**config.mk**
```make
export PLATFORM = sky130hd
export DESIGN_NAME = gg_fwd_xform4x4
export DESIGN_NICKNAME = d
export VERILOG_FILES = /design/src/rtl/gg_fwd_xform4x4.sv
export SDC_FILE = /design/constraint.sdc
export NUM_CORES = 2
export LEC_CHECK = 0
export ABC_AREA = 1
export BUFFER_PORTS_ARGS = -buffer_cell sky130_fd_sc_hd__buf_2
export CELL_PAD_IN_SITES_DETAIL_PLACEMENT = 1
export CELL_PAD_IN_SITES_GLOBAL_PLACEMENT = 1
export CORE_ASPECT_RATIO = 1.75
export CORE_MARGIN = 4
export CORE_UTILIZATION = 51
export CTS_CLUSTER_SIZE = 25
export DETAILED_ROUTE_END_ITERATION = 8
export PLACE_DENSITY_LB_ADDON = 0.1
export SLEW_MARGIN = 20
export SYNTH_ARGS = -nofsm -noshare
export SYNTH_HDL_FRONTEND = slang
export SYNTH_SLANG_ARGS = --single-unit
```
**constraint.sdc**
```tcl
create_clock -name clk -period 11.3 [get_ports clk]
set_clock_uncertainty 0.15 [all_clocks]
set_input_delay 1.695 -clock clk [delete_from_list [all_inputs] [get_ports clk]]
set_output_delay 1.695 -clock clk [all_outputs]
set_load 0.01 [all_outputs]
```
**src/rtl/gg_fwd_xform4x4.sv**
```systemverilog
// H.264 4x4 forward core transform / 2x2 chroma-DC Hadamard, 3-stage valid/ready pipeline.
// Optional `GG_XFORM_SYNC_CHK_EN adds a sticky sync_err output for s_last/index disagreement.
module gg_fwd_xform4x4 #(
   parameter int BEATS_PER_MB = 26,
   parameter int CB_DC_IDX    = 23,
   parameter int CR_DC_IDX    = 24,
   parameter int WORD_LEN     = 16
) (
   input  logic                  clk,
   input  logic                  reset,
   input  logic                  s_valid,
   output logic                  s_ready,
   input  logic [127:0]          s_data,
   input  logic                  s_last,
   output logic                  m_valid,
   input  logic                  m_ready,
   output logic [16*WORD_LEN-1:0] m_data,
   output logic [1:0]            m_kind,
   output logic [4:0]            m_idx,
   output logic                  m_last
`ifdef GG_XFORM_SYNC_CHK_EN
   ,
   output logic                  sync_err
`endif
);

   localparam int W = WORD_LEN;
   localparam logic [4:0] LAST_IDX = 5'(BEATS_PER_MB - 1);
   localparam logic [4:0] CB_IDX   = 5'(CB_DC_IDX);
   localparam logic [4:0] CR_IDX   = 5'(CR_DC_IDX);
   localparam logic [1:0] KIND_LUMA = 2'd0;
   localparam logic [1:0] KIND_AC   = 2'd1;
   localparam logic [1:0] KIND_DC   = 2'd2;
   localparam logic [1:0] KIND_NONE = 2'd3;

   // One 1-D pass of the core transform; result packed {y3,y2,y1,y0}.
   function automatic logic [4*W-1:0] fwd4(input logic signed [W-1:0] x0, x1, x2, x3);
      logic signed [W-1:0] y0, y1, y2, y3;
      y0 = x0 + x1 + x2 + x3;
      y1 = (x0 <<< 1) + x1 - x2 - (x3 <<< 1);
      y2 = x0 - x1 - x2 + x3;
      y3 = x0 - (x1 <<< 1) + (x2 <<< 1) - x3;
      return {y3, y2, y1, y0};
   endfunction

   function automatic logic [1:0] kind_of(input logic [4:0] idx);
      logic [1:0] k;
      if (idx < 5'd16) begin
         k = KIND_LUMA;
      end else if (idx == CB_IDX || idx == CR_IDX) begin
         k = KIND_DC;
      end else if (idx <= LAST_IDX) begin
         k = KIND_AC;
      end else begin
         k = KIND_NONE;
      end
      return k;
   endfunction

   logic              s0_valid_r, s1_valid_r, m_valid_r;
   logic [127:0]      s0_data_r;
   logic [16*W-1:0]   s1_coef_r, m_data_r;
   logic [1:0]        s0_kind_r, s1_kind_r, m_kind_r;
   logic [4:0]        s0_idx_r, s1_idx_r, m_idx_r;
   logic              s0_last_r, s1_last_r, m_last_r;
   logic [4:0]        cnt_r, cnt_next_s;
   logic              rdy0_s, rdy1_s, rdy2_s, s0_accept_s;
   logic [16*W-1:0]   s1_next_s, m_next_s;
   logic [4*W-1:0]    pass_s [4];
   logic signed [W-1:0] d_s [4];

   // Back-pressure chain: a stage may load when empty or when it is handing off.
   always_comb begin
      rdy2_s      = !m_valid_r || m_ready;
      rdy1_s      = !s1_valid_r || rdy2_s;
      rdy0_s      = !s0_valid_r || rdy1_s;
      s0_accept_s = s_valid && rdy0_s;
      if (s_last || cnt_r == LAST_IDX) begin
         cnt_next_s = 5'd0;
      end else begin
         cnt_next_s = cnt_r + 5'd1;
      end
   end

   assign s_ready = rdy0_s;

   // Stage-1 compute: row pass over pels, or first Hadamard butterfly over DC sums.
   always_comb begin
      s1_next_s = '0;
      for (int i = 0; i < 4; i++) begin
         pass_s[i] = '0;
         d_s[i]    = {{(W-12){1'b0}}, s0_data_r[32*i +: 12]};
      end
      if (s0_kind_r == KIND_DC) begin
         s1_next_s[0*W +: W] = d_s[0] + d_s[1];
         s1_next_s[1*W +: W] = d_s[0] - d_s[1];
         s1_next_s[2*W +: W] = d_s[2] + d_s[3];
         s1_next_s[3*W +: W] = d_s[2] - d_s[3];
      end else begin
         for (int r = 0; r < 4; r++) begin
            pass_s[r] = fwd4({{(W-8){1'b0}}, s0_data_r[8*(4*r+0) +: 8]},
                             {{(W-8){1'b0}}, s0_data_r[8*(4*r+1) +: 8]},
                             {{(W-8){1'b0}}, s0_data_r[8*(4*r+2) +: 8]},
                             {{(W-8){1'b0}}, s0_data_r[8*(4*r+3) +: 8]});
            s1_next_s[4*W*r +: 4*W] = pass_s[r];
         end
      end
   end

   logic [4*W-1:0] col_s [4];

   // Stage-2 compute: column pass, or second butterfly producing f0..f3.
   always_comb begin
      m_next_s = '0;
      for (int j = 0; j < 4; j++) begin
         col_s[j] = '0;
      end
      if (s1_kind_r == KIND_DC) begin
         m_next_s[0*W +: W] = s1_coef_r[0*W +: W] + s1_coef_r[2*W +: W];
         m_next_s[1*W +: W] = s1_coef_r[1*W +: W] + s1_coef_r[3*W +: W];
         m_next_s[2*W +: W] = s1_coef_r[0*W +: W] - s1_coef_r[2*W +: W];
         m_next_s[3*W +: W] = s1_coef_r[1*W +: W] - s1_coef_r[3*W +: W];
      end else begin
         for (int j = 0; j < 4; j++) begin
            col_s[j] = fwd4(s1_coef_r[(0+j)*W +: W], s1_coef_r[(4+j)*W +: W],
                            s1_coef_r[(8+j)*W +: W], s1_coef_r[(12+j)*W +: W]);
            for (int i = 0; i < 4; i++) begin
               m_next_s[(4*i+j)*W +: W] = col_s[j][i*W +: W];
            end
         end
      end
   end

   // Valid/tag pipeline and beat counter; an s_last beat resyncs the counter to 0.
   always_ff @(posedge clk or posedge reset) begin
      if (reset) begin
         cnt_r      <= 5'd0;
         s0_valid_r <= 1'b0;
         s1_valid_r <= 1'b0;
         m_valid_r  <= 1'b0;
         s0_kind_r  <= 2'd0;
         s1_kind_r  <= 2'd0;
         m_kind_r   <= 2'd0;
         s0_idx_r   <= 5'd0;
         s1_idx_r   <= 5'd0;
         m_idx_r    <= 5'd0;
         s0_last_r  <= 1'b0;
         s1_last_r  <= 1'b0;
         m_last_r   <= 1'b0;
      end else begin
         if (s0_accept_s) begin
            cnt_r     <= cnt_next_s;
            s0_kind_r <= kind_of(cnt_r);
            s0_idx_r  <= cnt_r;
            s0_last_r <= s_last;
         end
         if (rdy0_s) begin
            s0_valid_r <= s_valid;
         end
         if (rdy1_s) begin
            s1_valid_r <= s0_valid_r;
            if (s0_valid_r) begin
               s1_kind_r <= s0_kind_r;
               s1_idx_r  <= s0_idx_r;
               s1_last_r <= s0_last_r;
            end
         end
         if (rdy2_s) begin
            m_valid_r <= s1_valid_r;
            if (s1_valid_r) begin
               m_kind_r <= s1_kind_r;
               m_idx_r  <= s1_idx_r;
               m_last_r <= s1_last_r;
            end
         end
      end
   end

   // Data registers carry no reset; they only load alongside a valid beat.
   always_ff @(posedge clk) begin
      if (s0_accept_s) begin
         s0_data_r <= s_data;
      end
      if (rdy1_s && s0_valid_r) begin
         s1_coef_r <= s1_next_s;
      end
      if (rdy2_s && s1_valid_r) begin
         m_data_r <= m_next_s;
      end
   end

   assign m_valid = m_valid_r;
   assign m_data  = m_data_r;
   assign m_kind  = m_kind_r;
   assign m_idx   = m_idx_r;
   assign m_last  = m_last_r;

`ifdef GG_XFORM_SYNC_CHK_EN
   logic sync_err_r;

   // Sticky flag: s_last must coincide exactly with the final beat index.
   always_ff @(posedge clk or posedge reset) begin
      if (reset) begin
         sync_err_r <= 1'b0;
      end else if (s0_accept_s && (s_last != (cnt_r == LAST_IDX))) begin
         sync_err_r <= 1'b1;
      end
   end

   assign sync_err = sync_err_r;
`endif

endmodule

```
* Yosys cells after proc, flatten, opt, wreduce, memory -nomap -nowiden
Index checks and enable logic that the tools add are counted.
** Operators by class
- $add $sub $neg :: 105
- Order comparisons :: 2
- Eq/ne operators :: 5
- Mux-type cells :: 6
- Reductions and logical operators :: 13
** Operator list (number)
- adder 16 bit :: 26
- subtractor 16 bit :: 26
- two-way mux 64 bit :: 2
- adder 9 x 8 -> 10 bit :: 8
- subtractor 11 x 10 -> 12 bit :: 4
- subtractor 11 x 9 -> 12 bit :: 4
- adder 10 x 10 -> 11 bit :: 4
- adder 10 x 8 -> 11 bit :: 4
- adder 10 x 9 -> 11 bit :: 4
- subtractor 10 x 8 -> 11 bit :: 4
- subtractor 8 x 9 -> 10 bit :: 4
- subtractor 9 x 9 -> 10 bit :: 4
- adder 8 x 8 -> 9 bit :: 4
- subtractor 8 x 8 -> 9 bit :: 4
- adder 12 x 12 -> 13 bit :: 2
- subtractor 12 x 12 -> 13 bit :: 2
- == test 5 bit (second input constant) :: 3
- two-way mux 2 bit :: 3
- adder 5 x 1 -> 5 bit (second input constant) :: 1
- <= comparator 5 bit (second input constant) :: 1
- logical OR 1 bit :: 5
- less-than comparator 5 bit (second input constant) :: 1
- two-way mux 5 bit :: 1
- == test 2 bit (second input constant) :: 2
- 3 further kinds :: 8
** Word-level totals
- Register bits after elaboration :: 672
- Input port bits :: 133
- Logic and storage cells :: 149

* Logic depth before layout (Yosys ltp)
- Depth after elaboration :: 5
- Depth in mapped cells :: 22
- Gate-level depth less buffers :: 22

* Least setup slack after synthesis
Ideal clock, no wire load.
- Path type :: input to register
- Start :: input port m_ready
- End :: register m_data_r[0] (netlist: m_data[0]), enable pin
- Setup time :: 2.199 ns
- Arrival time :: 6.766 ns
- Required time :: 8.951 ns
- Path slack :: 2.185 ns
- Cell stages on the path :: 4
- Path buffers :: 0
- Cells stage by stage :: inv_1 nand2_1 nand2_1 clkinv_1
** Between the ends
- Cells in the longest elaborated chain, start to end :: 2
** Ends and longest elaborated chain
- from (decl) :: line 16 : input logic m_ready,
- logical OR 1 bit :: line 74 : rdy2_s = !m_valid_r || m_ready;
- logical AND 1 bit :: line 187 : if (rdy2_s && s1_valid_r) begin
- to (signal assigned) :: line 188 : m_data_r <= m_next_s;
- to (decl) :: line 62 : logic [16*W-1:0] s1_coef_r, m_data_r;
Every way passes these cells.
A chain may end at the register's enable or synchronous reset.

* Worst setup path after layout
- Start :: input port m_ready
- End :: register s1_coef_r[164], enable pin
** Between the ends
- Cells in the longest elaborated chain, start to end :: 3
** Ends and longest elaborated chain
- logical OR 1 bit :: line 74
- logical OR 1 bit :: line 75 : rdy1_s = !s1_valid_r || rdy2_s;
- logical AND 1 bit :: line 184 : if (rdy1_s && s0_valid_r) begin
- to (signal assigned) :: line 185 : s1_coef_r <= s1_next_s;
- to (decl) :: line 62
Every way passes these cells.

==> metrics <==
outcome completed; post-CTS resize count 0; endpoints failing setup 0; core area 117,000 µm²; Slew Limit Headroom 0.259; nets 8,536; Post-DP Area 63,700 µm²; area grow syn2layout 9.83%; Worst-Margin Slew 1.11 ns; library cells used by synthesis 46; CTS buffer count 60; Syn Area/Cell 8.82 µm²; Std-Cell Rows 166; Final ANT Viol Nets 0; final critical-path required period 4.58 ns; # clock sinks 604; Final Hold Slack 0.325 ns; post-CTS setup buffers 0; CTS tree built; Final GP Congestion 1.05; cell area after layout 65,800 µm²; Startpoint Class input port; Die X 267 µm; initial antenna violation count 18; vias in the first global route 56.6k; GRT Total Usage 0.379; syn nets 8,132; synthesis-stage register bit count 604; Die Y 461 µm; Post-CTS Hold Buffers 0; largest net degree at the start of global routing 153; dpl hpwl 200,000 µm; Slew Viols, Final 0; Max Cap Viol 0; Clk pin slew, worst setup/hold paths 0.06 ns; area of the die 123,000 µm²; Fin. Hold Viols 0; synth top area cells edfxtp_1, fa_1, ha_1; first-pass GRT wire length 346,000 µm; WS Path Type in2reg; CP Max Fanout 79; crit share post-route 0.406; setup_tns 0 ns; clock buffer depth 3; ratio of cells with drive above 1 in the final layout 0.0774; drt pass-1 iters 5; routed len/inst 26.8 µm; post-synth top area share 0.287; initial drt markers 3,353; Total Wirelength 235,000 µm; critical path arrival 4.74 ns; CTS root buffer clkbuf_16; WP data required 11.46 ns; Synth area leader edfxtp_1; critical path endpoint category flop; fin cells 8,760; Ys Warns 0; num ports 399; Post-route DRC 0; IO buf count 398; RSZ-0062 raised after global routing no; Highest Clock Rate 218 MHz; vias after detailed routing 51.3k; CTS H-Tree Depth 2; Initial Util 0.513; grt total ovfl 0; worst skew pair latency 0.70 ns; storage element area 18,000 µm²; Fillers 13.9k; Mapped Cells 6,790; register area share after synthesis 0.300; placed instance count 8,644; Multi-input gate area 37,100 µm²; Hold WC Path Type reg2reg; DR vias/cell 5.86; Cell Area, Synth 59,900 µm²
## metal layers
metal,track usage,share of wire
met4,0.303,0.10
met5,0,0.00015
met2,0.694,0.52
met1,0.382,0.33
met3,0.0510,0.050
## flip-flops by register name, summed over array words and instances (netlist names), 5 cells and up
register / cells
cnt_r: 5
m_data: 256
m_idx: 5
s0_data_r: 128
s0_idx_r: 5
s1_coef_r: 188
s1_idx_r: 5
## final timing paths
path | from | to | slack (ns) | cells after the start
worst max-delay path | m_ready | s1_coef_r[164] | 6.72 | 9
worst min-delay path | m_last | m_last | 0.32 | 2
max in group asynchronous | reset | cnt_r[4] | 9.78 | 3
worst min register to register | m_last | m_last | 0.32 | 2
worst max register to register | s0_data_r[97] | s1_coef_r[250] | 6.80 | 19
min in group asynchronous | reset | s0_idx_r[1] | 0.93 | 3
## layout by cell type (no fill, tap or decap), drive strengths merged, types with 4 or more instances in the layout
master / instances
inv: 1201
nand2: 1162
a21oi: 654
ha: 630
fa: 579
nor2: 579
edfxtp: 572
buf: 420
o21ai: 413
nand3: 351
xor2: 75
nand4: 70
clkbuf: 68
nor3: 61
o21a: 56
o21bai: 47
a21o: 47
xnor2: 45
a31oi: 33
dfrtp: 32
clkinv: 22
or2: 21
o211ai: 19
a21boi: 15
nand3b: 13
bufinv: 10
o311ai: 8
o22ai: 7
o31ai: 6
a221oi: 5
diode: 4
and2: 4
a31o: 4
## cells in the mapped netlist, drive strengths merged
master and number:
nor3 61, or2 21, nor4 3, o21a 56, clkinv 2, nand3 351
o31ai 6, a21oi 654, ha 630, fa 579, and2 4, nand4 70
a211oi 3, o21ai 413, o211ai 19, nor2 579, xor2 75, nand2 1162
a31o 4, o22ai 7, buf 41, a221oi 5, inv 1189, o2bb2ai 1
a31oi 33, dfrtp 32, o21bai 47, a21o 47, mux2i 2, a21boi 15
edfxtp 572, nand3b 13, clkbuf 37, nor3b 1, o311ai 8, xnor2 45
o2111ai 3
## layout make-up
cell class	instances	area share
Antenna cell	4	0.000152
Clock buffer	68	0.0241
Clock inverter	44	0.00823
Inverter	1191	0.0683
Multi-Input combinational cell	4917	0.564
Sequential cell	604	0.273
Tap cell	1512	0.0287
Timing Repair Buffer	420	0.0332
## critical path, cell delays in order
cell and delay (ns):
buf_2 0.08, inv_1 0.03, nand2_1 0.08, nor2_1 0.07, inv_1 0.09, nand2_1 0.30, inv_6 0.61, buf_4 0.69
buf_4 0.91
## cell families (layout without fill, tap and decap cells)
kind of cell / Yosys count / in the layout / share of synthesized area
compound gates: 1321 / 1321 / 0.121
mux: 2 / 2 / 0.000334
other cells: 0 / 4 / 0
flops: 604 / 604 / 0.300
xor+xnor: 120 / 120 / 0.0175
fa+ha+maj: 1209 / 1209 / 0.325
buf+inv: 1269 / 1723 / 0.0805
simple gates: 2265 / 2265 / 0.155
## metrics by stage
stage	setup slack, ns	util
after floorplan	2.19	-
after global placement	6.18	0.545
after detailed placement	6.07	0.545
after CTS	6.78	0.564
after global routing	6.52	0.564
final	6.72	0.564
Power is left out: the tool's default activity adds up to more than one toggle a clock period on the data nets, which glitch-free logic cannot reach.
